==> src/rtl/mem_port_arbiter.sv <==
// mem_port_arbiter: shares one memory port between instruction fetch and load/store.
// Data has fixed priority over fetch, and the module does byte-lane steering and load extension.
// Optional feature: define MEM_PORT_ARB_ALIGN_CHECK_EN to reject misaligned halfword and word accesses.
module mem_port_arbiter #(
    parameter int unsigned TIMEOUT = 255
) (
    input  logic        clk_in,
    input  logic        rst_n_in,
    input  logic        if_req_in,
    input  logic [31:0] if_addr_in,
    output logic        if_ack_out,
    output logic [31:0] if_rdata_out,
    input  logic        dm_re_in,
    input  logic        dm_we_in,
    input  logic [1:0]  dm_size_in,
    input  logic        dm_signed_in,
    input  logic [31:0] dm_addr_in,
    input  logic [31:0] dm_wdata_in,
    output logic        dm_ack_out,
    output logic [31:0] dm_rdata_out,
    output logic        dm_err_out,
    output logic        stall_out,
    output logic        mem_req_out,
    output logic        mem_we_out,
    output logic [31:0] mem_addr_out,
    output logic [3:0]  mem_be_out,
    output logic [31:0] mem_wdata_out,
    input  logic        mem_ack_in,
    input  logic [31:0] mem_rdata_in
);

    localparam int unsigned CNT_W = (TIMEOUT < 2) ? 1 : $clog2(TIMEOUT + 1);

    typedef enum logic [1:0] {IDLE, DATA, FETCH, RESP} state_t;

    state_t           state;
    logic [CNT_W-1:0] wait_cnt;
    logic [1:0]       lane_q;
    logic [1:0]       size_q;
    logic             signed_q;
    logic             we_q;
    logic             mis_q;

    logic [3:0]       be_c;
    logic [31:0]      wdata_c;
    logic             mis_c;
    logic [7:0]       byte_c;
    logic [15:0]      half_c;
    logic [31:0]      load_c;
    logic             timeout_c;

    // Lane enables, replicated store data and alignment error for the access being granted.
    always_comb begin
        be_c    = 4'b1111;
        wdata_c = dm_wdata_in;
        mis_c   = 1'b0;
        case (dm_size_in)
            2'b00: begin
                be_c    = 4'b0001 << dm_addr_in[1:0];
                wdata_c = {4{dm_wdata_in[7:0]}};
            end
            2'b01: begin
                be_c    = dm_addr_in[1] ? 4'b1100 : 4'b0011;
                wdata_c = {2{dm_wdata_in[15:0]}};
`ifdef MEM_PORT_ARB_ALIGN_CHECK_EN
                mis_c   = dm_addr_in[0];
`endif
            end
            default: begin
`ifdef MEM_PORT_ARB_ALIGN_CHECK_EN
                mis_c   = |dm_addr_in[1:0];
`endif
            end
        endcase
    end

    // Shift the addressed lane down to bit 0 and extend it per the captured size and sign.
    always_comb begin
        byte_c = mem_rdata_in[{lane_q, 3'b000} +: 8];
        half_c = lane_q[1] ? mem_rdata_in[31:16] : mem_rdata_in[15:0];
        case (size_q)
            2'b00:   load_c = signed_q ? {{24{byte_c[7]}}, byte_c} : {24'h0, byte_c};
            2'b01:   load_c = signed_q ? {{16{half_c[15]}}, half_c} : {16'h0, half_c};
            default: load_c = mem_rdata_in;
        endcase
    end

    // A zero TIMEOUT never matches, so the wait is unbounded.
    assign timeout_c = (32'(wait_cnt) + 32'd1) == TIMEOUT;

    // Stall while a requester has not yet seen its ack; forced low during reset.
    assign stall_out = rst_n_in & (((dm_re_in | dm_we_in) & ~dm_ack_out) | (if_req_in & ~if_ack_out));

    // Access sequencer: grant, hold the memory request, respond for one cycle, return to idle.
    always_ff @(posedge clk_in or negedge rst_n_in) begin
        if (!rst_n_in) begin
            state         <= IDLE;
            wait_cnt      <= '0;
            lane_q        <= '0;
            size_q        <= '0;
            signed_q      <= 1'b0;
            we_q          <= 1'b0;
            mis_q         <= 1'b0;
            if_ack_out    <= 1'b0;
            if_rdata_out  <= '0;
            dm_ack_out    <= 1'b0;
            dm_rdata_out  <= '0;
            dm_err_out    <= 1'b0;
            mem_req_out   <= 1'b0;
            mem_we_out    <= 1'b0;
            mem_addr_out  <= '0;
            mem_be_out    <= '0;
            mem_wdata_out <= '0;
        end else begin
            if_ack_out <= 1'b0;
            dm_ack_out <= 1'b0;
            case (state)
                IDLE: begin
                    wait_cnt <= '0;
                    if (dm_re_in || dm_we_in) begin
                        state         <= DATA;
                        lane_q        <= dm_addr_in[1:0];
                        size_q        <= dm_size_in;
                        signed_q      <= dm_signed_in;
                        we_q          <= dm_we_in;
                        mis_q         <= mis_c;
                        mem_req_out   <= ~mis_c;
                        mem_we_out    <= dm_we_in & ~mis_c;
                        mem_addr_out  <= dm_addr_in & 32'hFFFF_FFFC;
                        mem_be_out    <= be_c;
                        mem_wdata_out <= dm_we_in ? wdata_c : '0;
                    end else if (if_req_in) begin
                        state         <= FETCH;
                        mem_req_out   <= 1'b1;
                        mem_we_out    <= 1'b0;
                        mem_addr_out  <= if_addr_in & 32'hFFFF_FFFC;
                        mem_be_out    <= 4'b1111;
                        mem_wdata_out <= '0;
                    end
                end
                DATA: begin
                    if (mis_q || mem_ack_in || timeout_c) begin
                        state         <= RESP;
                        dm_ack_out    <= 1'b1;
                        dm_err_out    <= mis_q | ~mem_ack_in;
                        dm_rdata_out  <= (mis_q || !mem_ack_in || we_q) ? '0 : load_c;
                        mem_req_out   <= 1'b0;
                        mem_we_out    <= 1'b0;
                        mem_addr_out  <= '0;
                        mem_be_out    <= '0;
                        mem_wdata_out <= '0;
                    end else begin
                        wait_cnt <= wait_cnt + CNT_W'(1);
                    end
                end
                FETCH: begin
                    if (mem_ack_in || timeout_c) begin
                        state         <= RESP;
                        if_ack_out    <= 1'b1;
                        if_rdata_out  <= mem_ack_in ? mem_rdata_in : '0;
                        mem_req_out   <= 1'b0;
                        mem_addr_out  <= '0;
                        mem_be_out    <= '0;
                    end else begin
                        wait_cnt <= wait_cnt + CNT_W'(1);
                    end
                end
                RESP: begin
                    state        <= IDLE;
                    if_rdata_out <= '0;
                    dm_rdata_out <= '0;
                    dm_err_out   <= 1'b0;
                end
                default: state <= IDLE;
            endcase
        end
    end

endmodule
==> config.mk <==
export PLATFORM = sky130hd
export DESIGN_NAME = mem_port_arbiter
export DESIGN_NICKNAME = d
export VERILOG_FILES = /design/src/rtl/mem_port_arbiter.sv
export SDC_FILE = /design/constraint.sdc
export NUM_CORES = 1
export LEC_CHECK = 0
export ABC_AREA = 1
export CAP_MARGIN = 20
export CORE_ASPECT_RATIO = 0.7
export CORE_UTILIZATION = 41
export CTS_CLUSTER_SIZE = 25
export DETAILED_ROUTE_END_ITERATION = 8
export PLACE_DENSITY_LB_ADDON = 0.15
export SLEW_MARGIN = 15
export SYNTH_ARGS = -nofsm -noshare
export SYNTH_HDL_FRONTEND = slang
export SYNTH_SLANG_ARGS = --single-unit
==> constraint.sdc <==
create_clock -name clk_in -period 1.95 [get_ports clk_in]
set_input_delay 0.2925 -clock clk_in [delete_from_list [all_inputs] [get_ports clk_in]]
set_output_delay 0.2925 -clock clk_in [all_outputs]
set_load 0.05 [all_outputs]
==> reports/metrics.csv <==
stage;metric;value;unit
timing;tightest_slew;565.4;ps
floorplan;core.rowCount;42;
placement;gp_congestion;0.8768;
cts;htree_num_levels;4;
route;vias;8144;
route;drt_pass1_iterations;5;
grt;grt_pass1_vias;7571;
yosys;synth_xor_area_frac;0.003169;
cts;clk_pin_slew;70;ps
yosys;synth_warnings;0;
power;power.share.switching;0.4914;
worst_setup_path;r2r_start;wait_cnt[0];
grt;grt_overflow;0;
worst_setup_path;crit_path_cell_trace;ha_4 > nand2_2 > nand2_2 > nor2_2 > nand2_1 > nor2_2 > nand3_4 > nand3_4 > buf_8 > nand2_8 > clkbuf_16 > nand2_2 > o21ai_1;
timing;fin_tns_setup;-2588;ps
floorplan;core_area;0.01887;mm²
worst_setup_path;critical_path.startpoint;wait_cnt[0];
worst_setup_path;r2r_setup_slack;-70;ps
timing;grt_setup_unrepaired;yes;
cts;clock_path_buffers;2;
worst_setup_path;cp-end-kind;flip-flop;
worst_setup_path;critical_path_buf_inv_count;2;
cells_and_area;syn2layout_area_growth;60.86;%
route;wl_per_cell;17.14;µm
floorplan;dieArea;0.01983;mm²
power;vdd_drop_max;0.0007492;V
yosys;synth_area;0.007896;mm²
timing;finalCriticalPeriod;2019;ps
yosys;synthTopCellsByArea;dfrtp_1 (48%), nand2_1 (16%), nor2_1 (6.6%), o21ai_0 (4.9%), nand3_1 (4.5%);
power;intPower;0.01166;W
floorplan;start_util;0.4186;
floorplan;ios;275;
cts;cts_tree;built;
worst_setup_path;crit_arrival;2330;ps
placement;hpwl;17980;µm
placement;port_buffers;270;
cts;clock_sinks;151;
power;power_frac_seq;0.224;
power;pwr-share-clk;0.144;
cts;clockRootBuffer;clkbuf_16;
timing;relSlewSlack;0.6219;
worst_setup_path;critPathMaxFanout;8;
power;p_per_area;1805;mW/mm²
power;power_frac_comb;0.632;
cells_and_area;multi_input_area;0.004088;mm²
yosys;synth_top_area_share;0.4785;
worst_setup_path;r2r-end;dm_rdata_out[2];
yosys;synth_seq_cells;151;
grt;antenna_found_initial;0;
cts;cts_buffers;17;
cells_and_area;layout.nets;1461;
timing;fin_crit_sh;1.035;
timing;fin_ws;-68.99;ps
worst_setup_path;worstSetupPathType;flip-flop to flip-flop;
power;finalPower;0.02293;W
yosys;yosys.area_share.simple;0.3256;
yosys;syn_inst;1014;
worst_setup_path;critical_path_required;2270;ps
grt;grt_pass1_wl;40080;µm
placement;dp_slack;-70.07;ps
route;viasPerCell;5.184;
outcome;violations;setup timing;
route;routed_wirelength;26930;µm
yosys;synth_cell_type_count;41;
route;antenna_left;0;
floorplan;die_h;118.1;µm
grt;grt_usage;0.2577;
route;dr.first_iter.drc_count;651;
worst_setup_path;crit_path_max_incr_delay;450;ps
hold_path;whs_path_depth;2;
yosys;synth_compound_area_frac;0.1139;
grt;grt_start_max_net_pins;80;
placement;place_area;0.01105;mm²
cells_and_area;regArea;0.003781;mm²
worst_setup_path;cpLargestDelayFamily;simple AND/OR/NAND/NOR gates;
worst_setup_path;rr_worst_depth;13;
outcome;status;complete, but fails checks;
cells_and_area;drive_above_1_share;0.1828;
cells_and_area;nFillCells;1614;
timing;setup_violations;94;
worst_setup_path;cp_common_cell;nand2_2;
hold_path;hold_end;mem_addr_out[20];
floorplan;die_x;167.9;µm
worst_setup_path;cp_slowest_cell;dfrtp_2;
cells_and_area;antenna_cells;0;
timing;slew_viol_final;0;
timing;max_freq;495.3;MHz
yosys;synth_top_family_by_area;simple AND/OR/NAND/NOR gates;
yosys;yosysTopAreaCell;dfrtp_1;
timing;hold_violations;0;
worst_setup_path;worst_setup_path_start_kind;flip-flop;
cts;worstSkewPairLatency;440;ps
hold_path;min_path_type;flip-flop to flip-flop;
yosys;synth.avg_cell_area;7.787;µm²
yosys;synthAdderAreaFrac;0.01268;
power;p_leak;6.835;nW
yosys;synthMuxAreaShare;0.003961;
power;power.switching;0.01127;W
yosys;ys_seq_area_frac;0.4785;
cells_and_area;fin_area;0.01270;mm²
hold_path;min_from;mem_addr_out[20];
timing;clock-skew-final;16.74;ps
route;drc;0;
job;maxCapViolations;0;
==> layout by cell type (no fill, tap or decap), types with 3 or more instances in the layout <==
| cell | Yosys | routed |
|---|---|---|
| nand2_1 | 328 | 273 |
| buf_6 | 8 | 10 |
| clkbuf_16 | 0 | 27 |
| o211ai_1 | 3 | 3 |
| inv_1 | 31 | 30 |
| nor2_2 | 5 | 6 |
| nand2_2 | 13 | 34 |
| nor2_1 | 138 | 136 |
| nand3b_1 | 3 | 3 |
| inv_6 | 0 | 5 |
| nand3_4 | 2 | 3 |
| o21ai_1 | 11 | 13 |
| clkinv_1 | 3 | 3 |
| o221ai_1 | 10 | 10 |
| nand3_1 | 71 | 69 |
| o21ai_0 | 77 | 62 |
| buf_4 | 11 | 41 |
| ha_1 | 8 | 5 |
| clkinvlp_4 | 0 | 4 |
| buf_12 | 0 | 15 |
| nand4_1 | 37 | 37 |
| o21ai_2 | 25 | 36 |
| nand2_4 | 1 | 33 |
| a21oi_1 | 14 | 13 |
| nand3_2 | 2 | 3 |
| dfrtp_1 | 151 | 149 |
| clkbuf_8 | 0 | 3 |
| dlymetal6s2s_1 | 0 | 54 |
| clkdlybuf4s50_1 | 0 | 211 |
==> cell usage after synthesis, drive strengths merged <==
master    n
o211ai    4
clkbuf   33
nand3    75
buf      31
o221ai   10
nor2    143
xor2      2
conb      1
nand3b    3
inv      32
o22ai     1
clkinv    3
mux2      1
a22o      2
nor3      2
mux2i     2
nand4    38
o21ai   113
nand2   342
ha        8
dfrtp   151
and2      1
o21bai    1
a22oi     1
a21oi    14
==> state kept, by name, indices dropped and copies added, names as in the netlist, 4 cells and up <==
signal and flops:
mem_be_out 4, wait_cnt 8, if_rdata_out 32, mem_wdata_out 32
dm_rdata_out 32, mem_addr_out 30
==> logic make-up after synthesis <==
logic type	after synthesis
AO/OA/AOI/OAI	146
XOR/XNOR	2
adder cells (fa/ha/maj)	8
buffers and inverters	99
flip-flops	151
multiplexers	3
other	1
AND/OR/NAND/NOR	604
==> cell type report <==
cell class,instances,area share
Tap cell,242,0.02384
Timing Repair Buffer,346,0.3004
Inverter,35,0.01034
Clock inverter,11,0.008865
Multi-Input combinational cell,765,0.3218
Clock buffer,21,0.03704
Sequential cell,151,0.2977
==> worst min-delay path, cell delays in order (launching register included) <==
cell,delay (ps)
dfrtp_1,340
nand2_1,50
nand2_1,40
==> metal layers <==
layer / global-route usage / routed length, µm / up-vias
met1: 0.3730 / 12660 / 3866
met2: 0.3841 / 11990 / 325
met3: 0.06523 / 1933 / 33
met5: 0 / 0 / -
met4: 0.06365 / 351 / 0
li1: - / - / 3920
==> power by group through the flow <==
stage          Sequential [W]  Combinational (W)  Clock [W]
6_report              0.00513             0.0145    0.00331
5_1_grt               0.00527             0.0154    0.00350
4_1_cts               0.00499             0.0122    0.00335
3_5_place_dp          0.00501             0.0121          0
3_3_place_gp          0.00501             0.0119          0
2_1_floorplan         0.00826            0.00476          0
==> how the worst max path moves through the flow <==
stage	to	slack, ps	cells after the start
after floorplan	mem_wdata_out[31]	90	9
after global placement	mem_wdata_out[30]	-40	12
after detailed placement	mem_wdata_out[28]	-70	12
after CTS	dm_rdata_out[16]	1	1
after global routing	mem_wdata_out[22]	-150	14
final	dm_rdata_out[2]	-70	13
==> stage by stage <==
| stage | util | hold WS, ps | instances |
|---|---|---|---|
| 3_5_place_dp | 0.5856 | 409.1 | 1511 |
| 3_3_place_gp | 0.5856 | 412.7 | 1511 |
| 2_1_floorplan | - | -3.091 | 1015 |
| 4_1_cts | 0.6184 | 466.5 | 1544 |
| 6_report | 0.6733 | 469.9 | 1571 |
| 5_1_grt | 0.6733 | 478.9 | 1571 |
==> what timing repair did <==
| action | CTS | global route |
|---|---|---|
| hold buffers | 1 | 0 |
| hold endpoints to repair | 151 | 0 |
| setup buffers | 0 | 11 |
| pin swaps | 1 | 10 |
| gates cloned | 0 | 16 |
| resized for setup | 9 | 197 |
| setup endpoints to repair | 45 | 171 |
(Power assumes the default switching activity.)
